`config.mk`:
```
export PLATFORM = sky130hd
export DESIGN_NAME = mult_div
export DESIGN_NICKNAME = d
export VERILOG_FILES = /design/src/rtl/mult_div.sv
export SDC_FILE = /design/constraint.sdc
export NUM_CORES = 2
export LEC_CHECK = 0
export CAP_MARGIN = 25
export CORE_MARGIN = 2
export CORE_UTILIZATION = 57
export DETAILED_ROUTE_END_ITERATION = 7
export PLACE_DENSITY = 0.73
export SYNTH_ARGS = -nofsm -noshare
export SYNTH_HDL_FRONTEND = slang
export SYNTH_SLANG_ARGS = --single-unit
```
`constraint.sdc`:
```
create_clock -name clk -period 14.5 [get_ports clk]
set_input_delay 2.175 -clock clk [delete_from_list [all_inputs] [get_ports clk]]
set_output_delay 2.175 -clock clk [all_outputs]
set_load 0.03 [all_outputs]
```
`src/rtl/mult_div.sv`:
```
// Multi-cycle integer multiply/divide unit for the EX stage.
// It computes a single-cycle registered 64-bit product, or a 32-step restoring divide that yields {remainder, quotient}.
module mult_div (
  input  logic        clk,
  input  logic        rst,
  input  logic [5:0]  funct,
  input  logic [31:0] operand_1,
  input  logic [31:0] operand_2,
  input  logic        stall_in,
  input  logic        flush,
  output logic        mult_div_done,
  output logic [63:0] mult_div_result
);

  localparam logic [5:0] FN_MULT  = 6'h18;
  localparam logic [5:0] FN_MULTU = 6'h19;
  localparam logic [5:0] FN_DIV   = 6'h1A;
  localparam logic [5:0] FN_DIVU  = 6'h1B;
  localparam logic [5:0] DIV_LAST = 6'd32;

  typedef enum logic [1:0] {S_IDLE, S_MUL, S_DIV, S_DONE} state_t;

  state_t      r_state;
  state_t      w_state_next;
  logic [5:0]  r_count;
  logic [63:0] r_result;

  logic [31:0] r_op1;
  logic [31:0] r_op2;
  logic        r_signed;
  logic [31:0] r_quot;
  logic [31:0] r_rem;
  logic [31:0] r_divisor;
  logic        r_q_neg;
  logic        r_r_neg;
  logic        r_div_zero;

  logic        w_is_mul;
  logic        w_is_div;
  logic        w_signed;
  logic        w_start_mul;
  logic        w_start_div;
  logic        w_div_busy;
  logic        w_div_finish;
  logic        w_op1_neg;
  logic        w_op2_neg;
  logic [31:0] w_abs1;
  logic [31:0] w_abs2;
  logic [63:0] w_mul_a;
  logic [63:0] w_mul_b;
  logic [63:0] w_product;
  logic [32:0] w_rem_shift;
  logic [32:0] w_rem_sub;
  logic        w_ge;
  logic [31:0] w_quot_fix;
  logic [31:0] w_rem_fix;

  assign w_is_mul    = (funct == FN_MULT) || (funct == FN_MULTU);
  assign w_is_div    = (funct == FN_DIV)  || (funct == FN_DIVU);
  assign w_signed    = (funct == FN_MULT) || (funct == FN_DIV);
  assign w_start_mul = (r_state == S_IDLE) && !flush && w_is_mul;
  assign w_start_div = (r_state == S_IDLE) && !flush && w_is_div;
  assign w_div_busy   = (r_state == S_DIV) && (r_count != DIV_LAST);
  assign w_div_finish = (r_state == S_DIV) && (r_count == DIV_LAST);

  assign w_op1_neg = w_signed & operand_1[31];
  assign w_op2_neg = w_signed & operand_2[31];
  assign w_abs1    = w_op1_neg ? (~operand_1 + 32'd1) : operand_1;
  assign w_abs2    = w_op2_neg ? (~operand_2 + 32'd1) : operand_2;

  // One 64x64 multiplier serves both forms; the low 64 bits are exact for either extension.
  assign w_mul_a   = r_signed ? {{32{r_op1[31]}}, r_op1} : {32'd0, r_op1};
  assign w_mul_b   = r_signed ? {{32{r_op2[31]}}, r_op2} : {32'd0, r_op2};
  assign w_product = w_mul_a * w_mul_b;

  // Partial remainder stays below 2*divisor, so bit 32 of the difference is a clean borrow flag.
  assign w_rem_shift = {r_rem, r_quot[31]};
  assign w_rem_sub   = w_rem_shift - {1'b0, r_divisor};
  assign w_ge        = ~w_rem_sub[32];

  assign w_quot_fix = r_q_neg ? (~r_quot + 32'd1) : r_quot;
  assign w_rem_fix  = r_r_neg ? (~r_rem + 32'd1) : r_rem;

  always_comb begin
    // NOTE: default first so every path assigns w_state_next and no latch is inferred.
    w_state_next = r_state;
    if (flush) begin
      w_state_next = S_IDLE;
    end else begin
      unique case (r_state)
        S_IDLE: begin
          if (w_is_mul)      w_state_next = S_MUL;
          else if (w_is_div) w_state_next = S_DIV;
        end
        S_MUL:  w_state_next = S_DONE;
        S_DIV:  if (r_count == DIV_LAST) w_state_next = S_DONE;
        S_DONE: if (!stall_in) w_state_next = S_IDLE;
        default: w_state_next = S_IDLE;
      endcase
    end
  end

  // NOTE: sequential state uses non-blocking assignments so every register samples pre-edge values.
  always_ff @(posedge clk) begin
    if (rst) begin
      r_state  <= S_IDLE;
      r_count  <= 6'd0;
      r_result <= 64'h0;
    end else begin
      r_state <= w_state_next;
      if (w_start_div)
        r_count <= 6'd0;
      else if (w_div_busy && !flush)
        r_count <= r_count + 6'd1;
      if (!flush) begin
        if (r_state == S_MUL)
          r_result <= w_product;
        else if (w_div_finish)
          r_result <= r_div_zero ? {r_op1, 32'hFFFF_FFFF} : {w_rem_fix, w_quot_fix};
      end
    end
  end

  // NOTE: datapath registers are not reset; they are always loaded in the start cycle before use.
  always_ff @(posedge clk) begin
    if (w_start_mul || w_start_div) begin
      r_op1    <= operand_1;
      r_op2    <= operand_2;
      r_signed <= w_signed;
    end
    if (w_start_div) begin
      r_quot     <= w_abs1;
      r_divisor  <= w_abs2;
      r_rem      <= 32'd0;
      r_q_neg    <= w_op1_neg ^ w_op2_neg;
      r_r_neg    <= w_op1_neg;
      r_div_zero <= (operand_2 == 32'd0);
    end else if (w_div_busy) begin
      r_quot <= {r_quot[30:0], w_ge};
      r_rem  <= w_ge ? w_rem_sub[31:0] : w_rem_shift[31:0];
    end
  end

  assign mult_div_done   = (r_state == S_DONE);
  assign mult_div_result = r_result;

endmodule

```
==> results.md <==
• outcome: complete, no violations
• vias in the first global route: 48,319
• global-route wire length before repair: 279,000 um
• sink count of the clock tree: 236
• GRT Util Overall: 33.2%
• most repeated library cell on the critical path: fa_1
• fraction of the cycle the final worst path needs: 78.0%
• final worst slack: 3.19 ns
• number of hold buffers added after CTS: 0
• sequential share of the synthesized area: 9.88%
• drt pass-1 iters: 6
• Die Span X: 332 um
• fraction of final layout cells with drive strength greater than 1: 2.55%
• Post-Route Hold Slack: 0.457 ns
• Port Buffers: 138
• worst clock skew: 0.0325 ns
• post-DR wirelength/cell: 22.3 um
• DRC marker count from the first detailed-route iteration: 4,087
• final-report setup violation count: 0
• Initial Utilization: 57.3%
• hold violation total from the final report: 0
• relative slew slack: 27.2%
• Final #Nets: 8,307
• row cnt: 120
• max-cap violations: 0
• post-synth top area cell: fa_1
• DRT antenna net count: 0
• post-CTS sizing: 0
• synthesized area divided by synthesized cell count: 9.36 um2
• worst setup path class: reg -> reg
• Primary FF master, synth: edfxtp_1
• placeable core area: 107,000 um2
• crit path capture type: register
• Critical-path top delay cell: edfxtp_1
• DP Worst Slack: 3.28 ns
• area added between synthesis and finish: 5.51%
• Die H: 332 um
• highest cell delay on the worst timing path: 1.07 ns
• highest clock rate: 88.4 MHz
• vias per inst: 5.67
• register bit total from synthesis: 236
• combined area of the multi-input logic cells: 48,000 um2
• type of origin of the critical path: register
• Slew @ Worst Pin: 1.08 ns
• Tightest Hold Check Type: reg -> reg
• clock buffers created by TritonCTS: 22
• FILL cells: 9,063
• final max-slew violation count: 0
• Syn Inst Count: 6,535
• top cells by area in the synthesized netlist: fa_1, inv_1, ha_1
• global placer's final weighted congestion: 1.01
• count of flip-flops with a built-in enable after synthesis: 132
• CTS tree: done
• initial antenna violation count: 4
• estimated wirelength of the detail-placed design: 141,000 um
• top-area cell type share of the netlist area: 46.5%
• area taken by flip-flops and latches: 6050 um2
• Worst Path Buf+Inv: 5
• asr flop ratio synth: 0%
• critical path arrival: 11.76 ns
• CP delay by family, top: adder cells
• syn nets: 8,380
• Max FO, Critical Path: 24
• overall overflow remaining after global route: 0
• later-pin clock latency in the skew report: 0.57 ns
• number of vias in the routed layout: 44,707
• Synthesis Warnings: 0
• CTS Root Cell: clkbuf_16
• Syn Std Cell Area: 61,200 um2
• setup repair after global routing missed its margin: no
• required time of the critical path: 14.95 ns
• Detailed Route WL: 176,000 um
• I/O pin total: 139
• number of remaining DRC errors: 0
• post-layout utilization of the core: 60.5%
• post-synthesis cell type count: 83
• Max H-tree Level: 1
• overall die area: 110,000 um2
• post-CTS repair timing setup buffer count: 0
• clock tree buffer depth: 3
• register clock-pin slew on the reported worst setup and hold paths: 0.09 ns
• maximum number of pins on one net before global-route repair: 85
• min Tclk post-route: 11.31 ns
• post-route setup TNS: 0 ns
## logic make-up after synthesis
logic type	share of synthesized area, %
mux	0.628
xor+xnor	3.79
fa+ha+maj	53.7
flops	9.88
buf+inv	11.7
compound gates	6.89
simple gates	13.3
## flip-flops by register name, summed over array words and instances, names as in the netlist
name,flops
mult_div_result,64
r_divisor,32
r_op1,32
r_op2,32
r_quot,32
r_rem,32
r_count,6
r_state,2
r_div_zero,1
r_q_neg,1
r_r_neg,1
r_signed,1
## layout make-up
class	count	area share [%]
Antenna cell	2	0.00776
Clock buffer	27	0.946
Clock inverter	13	0.215
Inverter	1590	9.25
Multi-Input combinational cell	4388	74.3
Sequential cell	236	9.37
Tap cell	1403	2.72
Timing Repair Buffer	224	3.15
## tightest hold or removal path: cells and delay by family (launching register included)
family / cells / cell delay, ns
flops: 1 / 0.31
compound gates: 1 / 0.05
simple gates: 1 / 0.05
## worst paths after layout
| kind | from | end | slack, ns | cells past startpoint |
|---|---|---|---|---|
| min | mult_div_result[14] | mult_div_result[14] | 0.46 | 2 |
| min reg2reg | mult_div_result[14] | mult_div_result[14] | 0.46 | 2 |
| max reg2reg | r_signed | mult_div_result[61] | 3.19 | 27 |
| max | r_signed | mult_div_result[61] | 3.19 | 27 |
## cells in the mapped netlist (all sizes together), types with 19 or more instances
library cell	instances
and3	27
mux2i	35
xor2	110
o31ai	29
edfxtp	132
o21a	20
a21oi	202
nand3	25
nand4	28
clkbuf	303
a31oi	19
a221oi	25
xnor2	154
ha	351
nor2	177
nand2	683
o21ai	164
a211oi	23
and2	579
dfxtp	104
a21o	51
fa	1420
nor3	47
or3	23
inv	1590
## cells in the final DEF, fill, tap and decap left out, types with 22 or more instances in the layout
| cell | instances |
|---|---|
| inv_1 | 1589 |
| fa_1 | 1420 |
| nand2_1 | 681 |
| and2_1 | 577 |
| ha_1 | 350 |
| a21oi_1 | 202 |
| nor2_1 | 175 |
| o21ai_0 | 162 |
| xnor2_1 | 153 |
| clkdlybuf4s50_1 | 137 |
| edfxtp_1 | 132 |
| xor2_1 | 110 |
| dfxtp_1 | 104 |
| buf_4 | 85 |
| a21o_1 | 51 |
| nor3_1 | 47 |
| mux2i_1 | 35 |
| nand4_1 | 28 |
| and3_1 | 27 |
| o31ai_1 | 27 |
| nand3_1 | 25 |
| a221oi_1 | 25 |
| clkbuf_16 | 23 |
| a211oi_1 | 22 |
## through the flow
stage / std cells / area (um2)
finish: 7883 / 64500
global route: 7881 / 64500
CTS: 7880 / 64500
detailed placement: 7840 / 63800
global placement: 7840 / 63800
floorplan: 6535 / 61200
## routing by layer
metal  track usage (%)  wire (um)  vias to the layer above
li1                  -          -                    19372
met1              45.3      70000                    22761
met2              51.3      78000                     2294
met3              10.1      21800                      280
met4              10.3       6020                        0
met5                 0          0                        -
Power is not shown: default switching activity piles up to over one toggle a cycle in this logic, so the estimate is an artifact.
